===== src/rtl/unidade_store_parcial_pkg.sv =====
// Shared types for the partial-store unit: size codes, FSM states
// and the alignment rule.
package unidade_store_parcial_pkg;

    typedef enum logic [1:0] {
        TAM_WORD = 2'b00,
        TAM_HALF = 2'b01,
        TAM_BYTE = 2'b10,
        TAM_RSV  = 2'b11
    } tamanho_t;

    typedef enum logic [2:0] {
        OCIOSO   = 3'd0,
        LER      = 3'd1,
        MESCLAR  = 3'd2,
        ESCREVER = 3'd3,
        FIM      = 3'd4
    } estado_t;

    function automatic logic desalinhado(
        input tamanho_t   tam,
        input logic [1:0] ofs
    );
        logic r;
        unique case (tam)
            TAM_WORD: r = (ofs != 2'b00);
            TAM_HALF: r = ofs[0];
            TAM_BYTE: r = 1'b0;
            default:  r = 1'b1;
        endcase
        return r;
    endfunction

endpackage


===== src/rtl/unidade_store_parcial_mesclador_de_bytes.sv =====
// Narrows a register value to byte/half and merges it into a word lane.
// NARROW_SATURATE_EN selects signed saturation instead of truncation.
module mesclador_de_bytes
    import unidade_store_parcial_pkg::*;
(
    input  logic [31:0] palavra,
    input  logic [31:0] dado,
    input  tamanho_t    tamanho,
    input  logic [1:0]  lane,
    output logic [31:0] palavra_nova,
    output logic        saturou
);

    logic [7:0]  b8;
    logic [15:0] h16;
    logic        sat_b;
    logic        sat_h;

`ifdef NARROW_SATURATE_EN
    always_comb begin
        b8    = dado[7:0];
        h16   = dado[15:0];
        sat_b = 1'b0;
        sat_h = 1'b0;
        if ($signed(dado) > 32'sd127) begin
            b8    = 8'h7F;
            sat_b = 1'b1;
        end else if ($signed(dado) < -32'sd128) begin
            b8    = 8'h80;
            sat_b = 1'b1;
        end
        if ($signed(dado) > 32'sd32767) begin
            h16   = 16'h7FFF;
            sat_h = 1'b1;
        end else if ($signed(dado) < -32'sd32768) begin
            h16   = 16'h8000;
            sat_h = 1'b1;
        end
    end
`else
    logic unused_alto;
    assign unused_alto = ^dado[31:16];
    assign b8    = dado[7:0];
    assign h16   = dado[15:0];
    assign sat_b = 1'b0;
    assign sat_h = 1'b0;
`endif

    always_comb begin
        palavra_nova = palavra;
        saturou      = 1'b0;
        unique case (tamanho)
            TAM_BYTE: begin
                palavra_nova[{lane, 3'b000} +: 8] = b8;
                saturou = sat_b;
            end
            TAM_HALF: begin
                palavra_nova[{lane[1], 4'b0000} +: 16] = h16;
                saturou = sat_h;
            end
            default: palavra_nova = palavra;
        endcase
    end

endmodule


===== src/rtl/unidade_store_parcial.sv =====
// Word/half/byte store unit doing read-modify-write on a word memory.
// Narrowing saturation is enabled by NARROW_SATURATE_EN.
module unidade_store_parcial
    import unidade_store_parcial_pkg::*;
#(
    parameter int TIMEOUT = 16
) (
    input  logic        clock,
    input  logic        reset,
    input  logic        start,
    input  logic [1:0]  tamanho,
    input  logic [31:0] endereco,
    input  logic [31:0] dado,
    output logic        ocupado,
    output logic        concluido,
    output logic        erro_alinhamento,
    output logic        erro_timeout,
    output logic        saturou,
    output logic [31:0] mem_endereco,
    output logic        mem_ler,
    output logic        mem_escrever,
    output logic [31:0] mem_dado_escrita,
    input  logic [31:0] mem_dado_leitura,
    input  logic        mem_pronto
);

    localparam int CW = $clog2(TIMEOUT + 1);

    estado_t     estado, prox;
    tamanho_t    tam_r;
    logic [31:0] end_r;
    logic [31:0] dado_r;
    logic [31:0] buffer;
    logic [CW-1:0] cont;
    logic        erro_al_r;
    logic        erro_to_r;
    logic        sat_r;

    tamanho_t    tam_in;
    logic        desal_in;
    logic        esgotou;
    logic [31:0] palavra_nova;
    logic        sat_m;

    assign tam_in   = tamanho_t'(tamanho);
    assign desal_in = desalinhado(tam_in, endereco[1:0]);

    // A late acknowledge in the last allowed cycle still wins over the timeout.
    assign esgotou = (estado == LER || estado == ESCREVER)
                   && !mem_pronto
                   && (cont == CW'(TIMEOUT - 1));

    mesclador_de_bytes u_mesclador (
        .palavra      (buffer),
        .dado         (dado_r),
        .tamanho      (tam_r),
        .lane         (end_r[1:0]),
        .palavra_nova (palavra_nova),
        .saturou      (sat_m)
    );

    always_comb begin
        prox = estado;
        unique case (estado)
            OCIOSO: begin
                if (start) begin
                    if (desal_in)
                        prox = FIM;
                    else if (tam_in == TAM_WORD)
                        prox = ESCREVER;
                    else
                        prox = LER;
                end
            end
            LER: begin
                if (mem_pronto)
                    prox = MESCLAR;
                else if (esgotou)
                    prox = FIM;
            end
            MESCLAR: prox = ESCREVER;
            ESCREVER: begin
                if (mem_pronto || esgotou)
                    prox = FIM;
            end
            FIM:     prox = OCIOSO;
            default: prox = OCIOSO;
        endcase
    end

    always_ff @(posedge clock) begin
        if (reset) begin
            estado    <= OCIOSO;
            tam_r     <= TAM_WORD;
            end_r     <= '0;
            dado_r    <= '0;
            buffer    <= '0;
            cont      <= '0;
            erro_al_r <= 1'b0;
            erro_to_r <= 1'b0;
            sat_r     <= 1'b0;
        end else begin
            estado <= prox;
            unique case (estado)
                OCIOSO: begin
                    if (start) begin
                        tam_r     <= tam_in;
                        end_r     <= endereco;
                        dado_r    <= dado;
                        cont      <= '0;
                        erro_al_r <= desal_in;
                        erro_to_r <= 1'b0;
                        sat_r     <= 1'b0;
                        if (tam_in == TAM_WORD)
                            buffer <= dado;
                    end
                end
                LER: begin
                    if (mem_pronto) begin
                        buffer <= mem_dado_leitura;
                        cont   <= '0;
                    end else if (esgotou) begin
                        erro_to_r <= 1'b1;
                        cont      <= '0;
                    end else begin
                        cont <= cont + CW'(1);
                    end
                end
                MESCLAR: begin
                    buffer <= palavra_nova;
                    sat_r  <= sat_m;
                end
                ESCREVER: begin
                    if (mem_pronto) begin
                        cont <= '0;
                    end else if (esgotou) begin
                        erro_to_r <= 1'b1;
                        cont      <= '0;
                    end else begin
                        cont <= cont + CW'(1);
                    end
                end
                default: cont <= '0;
            endcase
        end
    end

    assign ocupado          = (estado != OCIOSO);
    assign concluido        = (estado == FIM);
    assign mem_ler          = (estado == LER);
    assign mem_escrever     = (estado == ESCREVER);
    assign mem_endereco     = {end_r[31:2], 2'b00};
    assign mem_dado_escrita = buffer;
    assign erro_alinhamento = erro_al_r;
    assign erro_timeout     = erro_to_r;
    assign saturou          = sat_r;

endmodule


===== config.mk =====
export PLATFORM = sky130hd
export DESIGN_NAME = unidade_store_parcial
export DESIGN_NICKNAME = d
export VERILOG_FILES = /design/src/rtl/unidade_store_parcial_pkg.sv /design/src/rtl/unidade_store_parcial_mesclador_de_bytes.sv /design/src/rtl/unidade_store_parcial.sv
export SDC_FILE = /design/constraint.sdc
export NUM_CORES = 1
export LEC_CHECK = 0
export ABC_AREA = 1
export BUFFER_PORTS_ARGS = -buffer_cell sky130_fd_sc_hd__buf_2
export CORE_UTILIZATION = 35
export DETAILED_ROUTE_END_ITERATION = 10
export GPL_TIMING_DRIVEN = 0
export PLACE_DENSITY_LB_ADDON = 0.08
export SYNTH_ARGS = -nofsm -noshare
export SYNTH_HDL_FRONTEND = slang
export SYNTH_SLANG_ARGS = --single-unit
export TNS_END_PERCENT = 100

===== constraint.sdc =====
create_clock -name clock -period 1.91 [get_ports clock]
set_input_delay 0.191 -clock clock [delete_from_list [all_inputs] [get_ports clock]]
set_output_delay 0.191 -clock clock [all_outputs]
set_load 0.01 [all_outputs]

==> metrics.md <==
| Metric | Value |
|---|---|
| Number of max-cap violations | 0 |
| Vias in the first global route | just over 6,000 |
| Hold EP | end_r[25]$_SDFFE_PP0P_ |
| Max stage delay cell, worst path | dfxtp_1 |
| Multi-input gate area | approximately 3200 um^2 |
| FILL cells | between 1,500 and 2,000 |
| Worst-skew pair later-pin latency | roughly 0.35 ns |
| DIE AREA | between 15,000 and 20,000 um^2 |
| Clock Path Buffers | 2 |
| Critical Path End Type | output port |
| Seq/Total Area, Yosys | between 30% and 40% |
| Total GRT Usage | a little under a quarter |
| Syn Std Cell Area | between 6000 and 7000 um^2 |
| Pin slew with the least headroom to its limit | around 0.62 ns |
| Vias after detailed routing | 6,728 |
| Most common cell after layout, fill and taps aside | nand2_1 |
| I/O Pins | between 150 and 200 |
| Worst reg2reg setup slack | between 0.1 and 0.15 ns |
| Die width | roughly 130 um |
| Synth area leaders | dfxtp_1, nand2_1, inv_1 |
| Hold Vio Cnt, Final | 0 |
| DR vias/cell | between 4 and 5 |
| CP Data Required Time | approximately 1.7 ns |
| Die Y | between 100 and 150 um |
| Final worst setup slack | roughly 0.1 ns |
| Worst-path fanout max | 10 |
| Detail Placement HPWL | between 15 and 20 mm |
| Root buf cell | clkbuf_16 |
| Cell taking the most area after synthesis | dfxtp_1 |
| Synth-to-layout area growth | 25.57% |
| DRC | 0 |
| Syn_area_per_cell | about 5.7 um^2 |
| Initial antenna violation count | 0 |
| Pleak | about 4.3 nW |
| Largest family of logic cells by synthesized area | simple AND/OR/NAND/NOR gates |
| Cell count of the worst reg-to-reg path | 11 |
| H-Tree Depth | 3 |
| Max Transition Viols Final | 0 |
| Post-synthesis adder-cell area fraction | about 1.2% |
| CTS Sinks | 92 |
| Cts hold-fix bufs | 0 |
| RSZ-0062 raised after global routing | yes |
| Post-detailed-routing wire length | 20.22 mm |
| Storage cell area | around 1800 um^2 |
| Core area | between 15,000 and 20,000 um^2 |
| Final net count | about 1,400 |
| Row cnt | 47 |
| Worst Min Path Start | endereco[25] |
| Setup_tns | 0 ns |
| Simple-Gate Fraction of Synth Area | about two fifths |
| Drt first-iter violations | around 380 |
| Synth Area in Compound Gates | roughly 11% |
| ANT cells | 0 |
| CP startpoint kind | flip-flop |
| Final period utilization | a little over nine tenths |
| Largest net degree at the start of global routing | 17 |
| Layout cells sized above 1 | ~22% |
| CTS Buf Count | 9 |
| CTS tree | done |
| Initial Util | 36.14% |
| Reg-to-Reg End | mem_dado_escrita[30]$_SDFFE_PP0P_ |
| Setup violators final | 0 |
| Pwr dens | 906.4 nW/um^2 |
| Worst slack, placed | -0.5614 ns |
| First-pass GRT wire length | between 30 and 40 mm |
| Worst r2r src | end_r[1]$_SDFFE_PP0P_ |
| Gate Count Post-Synth | approximately 1,100 |
| Worst hold path class | in -> reg |
| Antenna Nets Post-Route | 0 |
| Port Buffer Count | approximately 170 |
| Yosys warns | 0 |
| CP Class | reg -> out |
| WL/cell | between 10 and 15 um |
| Max IR drop VDD | 472.3 uV |
| Highest-count cells in the layout ignoring fill and taps | nand2_1, buf_2, inv_1 |
| Hold path cells | 3 |
| Slew HR | 58.72% |
| Mux cell area share after synthesis | 0% |
| Netlist cell types | 25 |
| Crit path largest cell delay | approximately 0.32 ns |
| CTS clock-pin slew for the worst setup and hold paths | approximately 0.07 ns |
| Crit-path cells | inv_2, nand2_1, nor2_4, buf_4, buf_2 |
| WP data arrival | approximately 1.6 ns |
| Yosys reg bits | between 90 and 100 |
| Min Tclk post-route | ~1.8 ns |
| Outcome | complete, no violations |
| Final Skew | between 0.008 and 0.009 ns |
| GR Overflow Total | 0 |
| Post-Synth XOR/XNOR Area | less than 1% |
| Placer Congestion | 0.9389 |
| Pre-Repair DR Iteration Count | 5 |
| Yosys top cell area share | 30.41% |
| Upper clock frequency limit | around 550 MHz |
==> flip-flops by register name, summed over array words and instances, names as in the netlist <==
| signal | count |
|---|---|
| estado | 3 |
| erro_alinhamento | 1 |
| cont | 5 |
| dado_r | 16 |
| tam_r | 2 |
| end_r | 32 |
| mem_dado_escrita | 32 |
| erro_timeout | 1 |
==> worst max-delay path: cells and delay by family (launching register included) <==
kind	cells	cell delay (ns)
DFF	1	0.32
buffers and inverters	3	0.53
and+or+nand+nor	2	0.41
==> synthesized netlist by cell type <==
| library cell | instances |
|---|---|
| ha_1 | 6 |
| a21oi_1 | 84 |
| dfxtp_1 | 92 |
| buf_4 | 33 |
| o21ai_0 | 47 |
| o21ai_1 | 1 |
| nor2_2 | 3 |
| clkinv_1 | 3 |
| nand2_4 | 1 |
| or2_2 | 1 |
| inv_1 | 140 |
| xor2_1 | 2 |
| buf_2 | 24 |
| conb_1 | 1 |
| nand2_2 | 1 |
| nor3_1 | 1 |
| nand4_1 | 2 |
| nand2_1 | 409 |
| nand3_2 | 1 |
| inv_2 | 2 |
| buf_6 | 3 |
| nand3_1 | 95 |
| nor2_1 | 84 |
| clkbuf_1 | 29 |
| a211oi_1 | 1 |
==> per-stage QoR <==
| step | hold slack, ns | area [um^2] | utilization [%] | power (mW) | instances |
|---|---|---|---|---|---|
| global route | 0.09919 | 7606 | 45.38 | 7.419 | 1476 |
| detailed placement | 0.4522 | 7181 | 42.84 | 5.080 | 1456 |
| global placement | 0.4499 | 7181 | 42.84 | 5.063 | 1456 |
| CTS | 0.09187 | 7525 | 44.90 | 6.887 | 1471 |
| finish | 0.1008 | 7606 | 45.38 | 6.894 | 1476 |
| floorplan | 0.3561 | 6065 | - | 4.215 | 1068 |
==> repair_timing <==
action / 4_1_cts / 5_1_grt
endpoints found under the setup margin: 33 / 39
setup buffers: 0 / 5
pin swaps: 1 / 2
gates resized for setup: 24 / 16
==> power by group <==
group          switching, mW  internal [mW]  total (mW)
clock                  0.854          0.899        1.75
sequential             0.173           2.20        2.37
combinational           1.75           1.02        2.77
==> worst max path at each step <==
stage          depth (start not counted)                                 to                    from
2_1_floorplan                         11   mem_dado_escrita[2]$_SDFFE_PP0P_   end_r[1]$_SDFFE_PP0P_
3_3_place_gp                          11   mem_dado_escrita[3]$_SDFFE_PP0P_   end_r[1]$_SDFFE_PP0P_
5_1_grt                               13  mem_dado_escrita[13]$_SDFFE_PP0P_   end_r[1]$_SDFFE_PP0P_
6_report                               5                            mem_ler  estado[2]$_SDFFE_PP0P_
4_1_cts                               12  mem_dado_escrita[17]$_SDFFE_PP0P_   end_r[1]$_SDFFE_PP0P_
3_5_place_dp                          11   mem_dado_escrita[3]$_SDFFE_PP0P_   end_r[1]$_SDFFE_PP0P_
==> per-layer routing <==
| layer | vias up | part of all wire [%] | global-route usage [%] |
|---|---|---|---|
| met3 | 21 | 6.4 | 5.099 |
| met2 | 179 | 47 | 38.89 |
| met4 | 0 | 1.7 | 6.313 |
| li1 | 3588 | - | - |
| met1 | 2940 | 45 | 28.75 |
| met5 | - | 0 | 0 |
==> cells by family (layout without fill, tap and decap cells) <==
kind of cell / count (synthesis) / count (layout)
buffers and inverters: 234 / 422
other: 1 / 3
adders and majority gates: 6 / 6
AOI/OAI and AO/OA: 133 / 133
xor gates and xnor gates: 2 / 2
and+or+nand+nor: 598 / 598
DFF: 92 / 92
==> layout make-up <==
class,instances,share of cell area (%)
Clock inverter,6,0.6416
Tap cell,220,3.619
Sequential cell,92,24.25
Clock buffer,10,3.010
Timing Repair Buffer,173,11.55
Inverter,145,7.320
Buffer,88,6.975
Multi-Input combinational cell,742,42.64
No activity file was read; power rests on OpenSTA's default activity.
